--- config.mk ---
export PLATFORM = sky130hd
export DESIGN_NAME = button_event_classifier
export DESIGN_NICKNAME = d
export VERILOG_FILES = /design/src/rtl/button_event_pkg.sv /design/src/rtl/button_event_classifier.sv
export SDC_FILE = /design/constraint.sdc
export NUM_CORES = 1
export LEC_CHECK = 0
export CAP_MARGIN = 10
export CORE_MARGIN = 2
export CORE_UTILIZATION = 41
export DETAILED_ROUTE_END_ITERATION = 6
export GPL_TIMING_DRIVEN = 0
export HOLD_SLACK_MARGIN = 0.06
export SYNTH_ARGS = -nofsm -noshare
export SYNTH_HDL_FRONTEND = slang
export SYNTH_SLANG_ARGS = --single-unit
export TNS_END_PERCENT = 20
--- constraint.sdc ---
create_clock -name clk -period 1.7 [get_ports clk]
set_input_delay 0.425 -clock clk [delete_from_list [all_inputs] [get_ports clk]]
set_output_delay 0.425 -clock clk [all_outputs]
set_load 0.03 [all_outputs]
--- src/rtl/button_event_pkg.sv ---
// rtl/button_event_pkg.sv - state encoding and event codes shared by the button event classifier
package button_event_pkg;

  typedef logic [2:0] state_t;

  localparam state_t ST_IDLE      = 3'd0;
  localparam state_t ST_PRESS1    = 3'd1;
  localparam state_t ST_LONG_HELD = 3'd2;
  localparam state_t ST_GAP       = 3'd3;
  localparam state_t ST_PRESS2    = 3'd4;

  localparam logic [1:0] EV_NONE   = 2'b00;
  localparam logic [1:0] EV_SHORT  = 2'b01;
  localparam logic [1:0] EV_LONG   = 2'b10;
  localparam logic [1:0] EV_DOUBLE = 2'b11;

  function automatic logic is_pressed(input state_t s);
    return (s == ST_PRESS1) || (s == ST_LONG_HELD) || (s == ST_PRESS2);
  endfunction

endpackage

--- src/rtl/button_event_classifier.sv ---
// rtl/button_event_classifier.sv - classifies debounced presses into short, long and double-click events
module button_event_classifier
  import button_event_pkg::*;
#(
  parameter int LONG_CYCLES = 50_000_000,
  parameter int GAP_CYCLES  = 25_000_000,
  parameter int CNT_W       = 26
) (
  input  logic       clk,
  input  logic       reset,
  input  logic       debounced,
  input  logic       event_ack,
  output logic       event_valid,
  output logic [1:0] event_code,
  output logic       event_overrun,
  output logic       held
);

  localparam logic [CNT_W-1:0] LONG_LAST = CNT_W'(LONG_CYCLES - 1);
  localparam logic [CNT_W-1:0] GAP_LAST  = CNT_W'(GAP_CYCLES - 1);

  state_t           state;
  state_t           next_state;
  logic [CNT_W-1:0] cnt;
  logic             raise;
  logic [1:0]       raise_code;

  always_comb begin
    next_state = state;
    raise      = 1'b0;
    raise_code = EV_NONE;
    case (state)
      ST_IDLE: begin
        if (debounced) next_state = ST_PRESS1;
      end
      ST_PRESS1: begin
        if (!debounced) begin
          next_state = ST_GAP;
        end else if (cnt == LONG_LAST) begin
          next_state = ST_LONG_HELD;
          raise      = 1'b1;
          raise_code = EV_LONG;
        end
      end
      ST_LONG_HELD: begin
        if (!debounced) next_state = ST_IDLE;
      end
      ST_GAP: begin
        // A press arriving in the timeout cycle still counts as the second click.
        if (debounced) begin
          next_state = ST_PRESS2;
        end else if (cnt == GAP_LAST) begin
          next_state = ST_IDLE;
          raise      = 1'b1;
          raise_code = EV_SHORT;
        end
      end
      ST_PRESS2: begin
        if (!debounced) begin
          next_state = ST_IDLE;
          raise      = 1'b1;
          raise_code = EV_DOUBLE;
        end
      end
      default: next_state = ST_IDLE;
    endcase
  end

  always_ff @(posedge clk or posedge reset) begin
    if (reset) begin
      state         <= ST_IDLE;
      cnt           <= '0;
      held          <= 1'b0;
      event_valid   <= 1'b0;
      event_code    <= EV_NONE;
      event_overrun <= 1'b0;
    end else begin
      state <= next_state;
      held  <= is_pressed(next_state);

      if (next_state != state) begin
        cnt <= '0;
      end else if (state == ST_PRESS1 || state == ST_GAP) begin
        cnt <= cnt + CNT_W'(1);
      end

      // An ack in the raise cycle frees the slot, so the new event replaces the old one.
      if (raise) begin
        if (!event_valid || event_ack) begin
          event_valid <= 1'b1;
          event_code  <= raise_code;
        end else begin
          event_overrun <= 1'b1;
        end
      end else if (event_valid && event_ack) begin
        event_valid <= 1'b0;
        event_code  <= EV_NONE;
      end
    end
  end

endmodule

==> impl_metrics.csv, run 1 <==
group,metric,value,unit
yosys,synth_cell_type_count,40,
cts,cts_root_buf,"clkbuf_8",
cts,worstSkewPairLatency,0.29,ns
route,wl_met2,2260,um
power_and_ir_drop,leakage,1.02,nW
critical_path,critPathMaxStageDelay,0.42,ns
place,dp_hpwl,2960,um
cts,cts_tree,"yes",
yosys,syn_avg_cell_area,9.61,um2
place,port_buffers,7,
layout,post-route-util,54.3,%
critical_path,r2r_cells,7,
timing,rsz0062_at_grt,"yes",
grt,grt_max_degree,20,
place,place_area,2050,um2
critical_path,cp_cell_sequence,"nor4_4 > nand2_2 > o311ai_2 > a32o_2 > buf_6 > buf_8 > nor2_1",
grt,grt_pass1_wl,7130,um
layout,drive_gt1_share,25.2,%
critical_path,cp-end-kind,"register",
route,met1_length,1910,um
place,place_inst,255,
yosys,netlist_instances,195,
timing,max_freq,0.529,GHz
yosys,ys_warn_count,0,
die,start_util,42.8,%
timing,finalHoldViolations,0,
route,vias_per_cell,5.55,
critical_path,worstSetupStartpointType,"register",
layout,final_nets,235,
run_status,status,"finished, violations left",
grt,grt-ovfl-total,0,
route,routed_wl,4400,um
yosys,ys.flop_type,"dfrtp_1",
die,core_area,4380,um2
yosys,synth_edf_count,0,
yosys,syn_area,1870,um2
grt,antenna_found_initial,0,
min_path,hold_path_class,"register to register",
die,dieArea,5130,um2
route,highest_layer,"met4",
timing,slew_viol_final,0,
cts,cts-htree-levels,2,
layout,most-common-layout-cells,"dfrtp_1, nor2_1, buf_4",
critical_path,worstSetupPathType,"register to register",
cts,clock_sinks,34,
cts,cts_buffer_depth,2,
cts,cts_inserted_buffers,5,
yosys,synthDominantCellAreaShare,45.4,%
layout,final_common_cell,"dfrtp_1",
layout,syn_to_final_growth,26.9,%
critical_path,slowest_stage,"dfrtp_2",
layout,n_antenna_cell,0,
cts,clk_pin_slew_worst_paths,0.07,ns
yosys,synth_seq_area_share,45.4,%
place,dp_slack,-0.295,ns
yosys,synthTopCellsByArea,"dfrtp_1, xor2_1, nor2_1, nand4_1, xnor2_1",
timing,slew_headroom,51.5,%
timing,finalCritPeriodShare,111,%
layout,fillers,394,
die,rows,24,
yosys,ys_ff_latch,34,
grt,grt_usage,18.0,%
die,die_width,71.6,um
run,maxCapViolCount,0,
route,drt_drc_violations_left,0,
route,route.met3.wl,140,um
yosys,yosys.area.top_type,"dfrtp_1",
critical_path,cp_max_fo,10,
critical_path,crit_cells,7,
route,drt-initial-drc-count,55,
die,die_h,71.6,um
power_and_ir_drop,vdd_drop_max,0.412,mV
min_path,holdPathStages,1,
critical_path,cp_data_required_time,1.87,ns
grt,grt_pass1_vias,1552,
layout,final_area,2380,um2
route,wl_per_cell,15.6,um
critical_path,crit_buf_inv,2,
run_status,failed_checks,"setup timing",
yosys,synthArstFlopShare,100,%
critical_path,reg2reg_slack,-0.19,ns
route,drt.antenna.violating_nets,0,
route,num_vias,1564,
critical_path,crit_family,"simple AND/OR/NAND/NOR gates",
route,drt_pass1_iterations,4,
yosys,syn_nets,200,
timing,fin_skew,0.0120,ns
power_and_ir_drop,power,2.51,mW
die,ios,9,
timing,min_period,1.89,ns
timing,fin_ws,-0.189,ns
critical_path,worst_ep_arrival_time,2.06,ns
layout,final_cells,282,
timing,worstMarginPinSlew,0.726,ns
timing,final-setup-viol-count,31,
place,gp_congestion,0.793,
power_and_ir_drop,pwr_density_cell,1060,nW/um2
==> per-layer routing <==
metal,global-route usage [%],vias to the layer above
li1,-,750
met1,20.6,780
met2,32.1,24
met3,5.34,10
met4,5.87,0
met5,0,-
==> sequential cells by signal (all words and copies together), names as in the netlist <==
| register | flops |
|---|---|
| cnt | 26 |
| event_valid | 1 |
| event_overrun | 1 |
| held | 1 |
| event_code | 2 |
| state | 3 |
==> path summary, 6_finish.rpt <==
check / startpoint / end
min in group asynchronous: reset / event_code[0]
hold / removal: event_overrun / event_overrun
setup reg to reg: cnt[7] / cnt[6]
max in group asynchronous: reset / cnt[8]
hold reg to reg: event_overrun / event_overrun
setup / recovery: cnt[7] / cnt[6]
==> where the power goes <==
part           internal (mW)  leakage (nW)  switching [mW]  total, mW
clock                  0.282        0.0383           0.277      0.559
sequential             0.887         0.460          0.0613      0.949
combinational          0.450         0.520           0.557       1.01
total                   1.62          1.02           0.895       2.51
==> per-stage QoR <==
step	setup TNS [ns]	hold slack (ns)
final	-4.93	0.475
after global routing	-6.46	0.527
after CTS	-4.61	0.482
after detailed placement	-7.37	0.472
after global placement	-15.14	0.463
after floorplan	-1.25	0.516
==> area by class of cell <==
class | count | area, um2 | area share, %
flip-flops and latches | 34 | 853 | 35.9
repair buffers | 29 | 253 | 10.6
multi-input cells | 148 | 1050 | 44.2
inverters | 5 | 18.8 | 0.789
clock buffers | 7 | 76.3 | 3.21
plain buffers | 7 | 60.1 | 2.52
well taps | 52 | 65.1 | 2.74
==> cells in the mapped netlist (2+ instances only) <==
master	count
nor2_1	34
buf_6	2
nor4_1	2
nor3_1	5
inv_1	5
o21ai_0	3
buf_4	2
a32o_1	2
nand4_1	12
and4_1	5
and3_1	3
xnor2_1	8
nand2b_1	2
nand4b_1	2
dfrtp_1	34
o21bai_1	2
nor4_2	2
nor2b_1	3
nand2_1	16
clkbuf_1	3
and2_1	3
xor2_1	17
nand3_1	9
and4bb_2	2
nor4_4	2
==> timing repair <==
item / 4_1_cts / 5_1_grt
resized for setup: 17 / 15
endpoints found under the setup margin: 37 / 32
pin swaps: 6 / 9
hold buffers: 0 / 0
buffers inserted: 6 / 14
cloned: 1 / 0
==> kinds of logic (layout without fill, tap and decap cells) <==
family / Yosys count / count (layout) / share of synthesized area, %
and+or+nand+nor: 107 / 107 / 32.4
DFF: 34 / 34 / 45.4
xor gates and xnor gates: 25 / 25 / 11.7
AOI/OAI and AO/OA: 15 / 15 / 6.01
buffers and inverters: 13 / 48 / 3.87
adders and majority gates: 1 / 1 / 0.667
Power figures use the tool's default switching activity.
==> run 2: changes to the inputs <==
--- a/constraint.sdc
+++ b/constraint.sdc
@@ -3,2 +3,2 @@
 set_output_delay 0.425 -clock clk [all_outputs]
-set_load 0.03 [all_outputs]
+set_load 0.005 [all_outputs]
==> impl_metrics.csv, run 2 (synthesis results as in run 1) <==
group,metric,value,unit
run_status,status,"finished, violations left",
run_status,failed_checks,"setup timing",
layout,final_nets,235,
critical_path,cp_cell_sequence,"nor4_4 > nand2_2 > o311ai_2 > a32o_2 > buf_6 > buf_8 > nor2_1",
route,drt_pass1_iterations,4,
grt,grt_pass1_vias,1552,
route,drt-initial-drc-count,55,
die,dieArea,5130,um2
timing,fin_skew,0.0121,ns
critical_path,cp_data_required_time,1.87,ns
critical_path,timing.rr.start,"cnt[7]",
die,core_area,4380,um2
power_and_ir_drop,pwr_density_cell,1040,nW/um2
place,dp_slack,-0.295,ns
power_and_ir_drop,vdd_drop_max,0.412,mV
layout,final_common_cell,"dfrtp_1",
timing,setup_tns,-4.95,ns
power_and_ir_drop,power,2.48,mW
layout,most-common-layout-cells,"dfrtp_1, nor2_1, buf_4",
die,rows,24,
timing,finalCritPeriodShare,111,%
die,die_h,71.6,um
critical_path,crit_start,"cnt[7]",
cts,clock_sinks,34,
timing,hold_slack,0.481,ns
grt,grt_usage,18.0,%
route,wl_per_cell,15.6,um
cts,cts_inserted_buffers,5,
critical_path,crit_buf_inv,2,
critical_path,crit_family,"simple AND/OR/NAND/NOR gates",
grt,grt-ovfl-total,0,
die,ios,9,
min_path,hold_path_class,"register to register",
timing,min_period,1.89,ns
route,drt_drc_violations_left,0,
die,die_width,71.6,um
timing,slew_viol_final,0,
timing,rsz0062_at_grt,"yes",
grt,grt_max_degree,20,
grt,antenna_found_initial,0,
place,port_buffers,7,
timing,finalHoldViolations,0,
cts,cts-htree-levels,2,
timing,final-setup-viol-count,31,
cts,cts_tree,"yes",
critical_path,slowest_stage,"dfrtp_2",
timing,slew_headroom,51.5,%
critical_path,cp_max_fo,10,
cts,cts_buffer_depth,2,
critical_path,worstSetupPathType,"register to register",
layout,syn_to_final_growth,27.2,%
cts,worstSkewPairLatency,0.29,ns
critical_path,critPathMaxStageDelay,0.42,ns
layout,n_antenna_cell,0,
cts,clk_pin_slew_worst_paths,0.07,ns
grt,grt_pass1_wl,7130,um
layout,reg_top3,"cnt (26), state (3), event_code (2)",
timing,worstMarginPinSlew,0.726,ns
run,maxCapViolCount,0,
place,dp_hpwl,2960,um
die,start_util,42.8,%
cts,holdBufCountCts,0,
layout,regMostFlops,"cnt",
min_path,worstHoldStart,"event_overrun",
route,drt.antenna.violating_nets,0,
route,vias_per_cell,5.57,
timing,fin_ws,-0.190,ns
power_and_ir_drop,leakage,1.00,nW
critical_path,cp-end-kind,"register",
route,num_vias,1572,
place,gp_congestion,0.793,
layout,largest_reg_flops,26,
critical_path,worstSetupStartpointType,"register",
cts,cts_root_buf,"clkbuf_8",
timing,max_freq,0.529,GHz
route,routed_wl,4410,um
layout,fillers,392,
layout,drive_gt1_share,25.2,%
critical_path,worst_ep_arrival_time,2.06,ns
[run 2: layer usage]
layer | up-vias | global-route usage [%] | part of all wire [%]
met3 | 10 | 5.34 | 3.2
li1 | 749 | - | -
met1 | 789 | 20.6 | 43
met4 | 0 | 5.87 | 2.0
met5 | - | 0 | 0
met2 | 24 | 32.1 | 51
[run 2: worst paths after layout]
check                      slack (ns)             to  cells past startpoint
max in group asynchronous        0.59         cnt[8]                      3
min reg2reg                      0.48  event_overrun                      1
min                              0.48  event_overrun                      1
max                             -0.19         cnt[6]                      7
max reg2reg                     -0.19         cnt[6]                      7
min in group asynchronous        0.55  event_code[0]                      2
[run 2: what timing repair did]
item	4_1_cts	5_1_grt
cloned	1	0
gates resized for setup	12	15
pin swaps	6	9
endpoints found under the hold margin	0	0
buffers inserted	6	14
setup endpoints to repair	32	32
[run 2: layout make-up]
class	instances	area [um2]	area share, %
multi-input cells	148	1050	44.1
flip-flops and latches	34	853	35.8
repair buffers	29	259	10.9
clock buffers	7	76.3	3.20
well taps	52	65.1	2.73
plain buffers	7	60.1	2.52
inverters	5	18.8	0.787
[run 2: stage by stage]
stage / instance area, um2 / util [%] / cells
after floorplan: 1890 / - / 195
after global placement: 2030 / 46.2 / 254
after detailed placement: 2050 / 46.8 / 255
after CTS: 2220 / 50.6 / 268
after global routing: 2380 / 54.4 / 282
final: 2380 / 54.4 / 282
[run 2: power by group]
group | internal [mW] | switching [mW] | total (mW)
logic | 0.471 | 0.498 | 0.969
registers | 0.887 | 0.0625 | 0.950
clock network | 0.282 | 0.279 | 0.561
total | 1.64 | 0.839 | 2.48
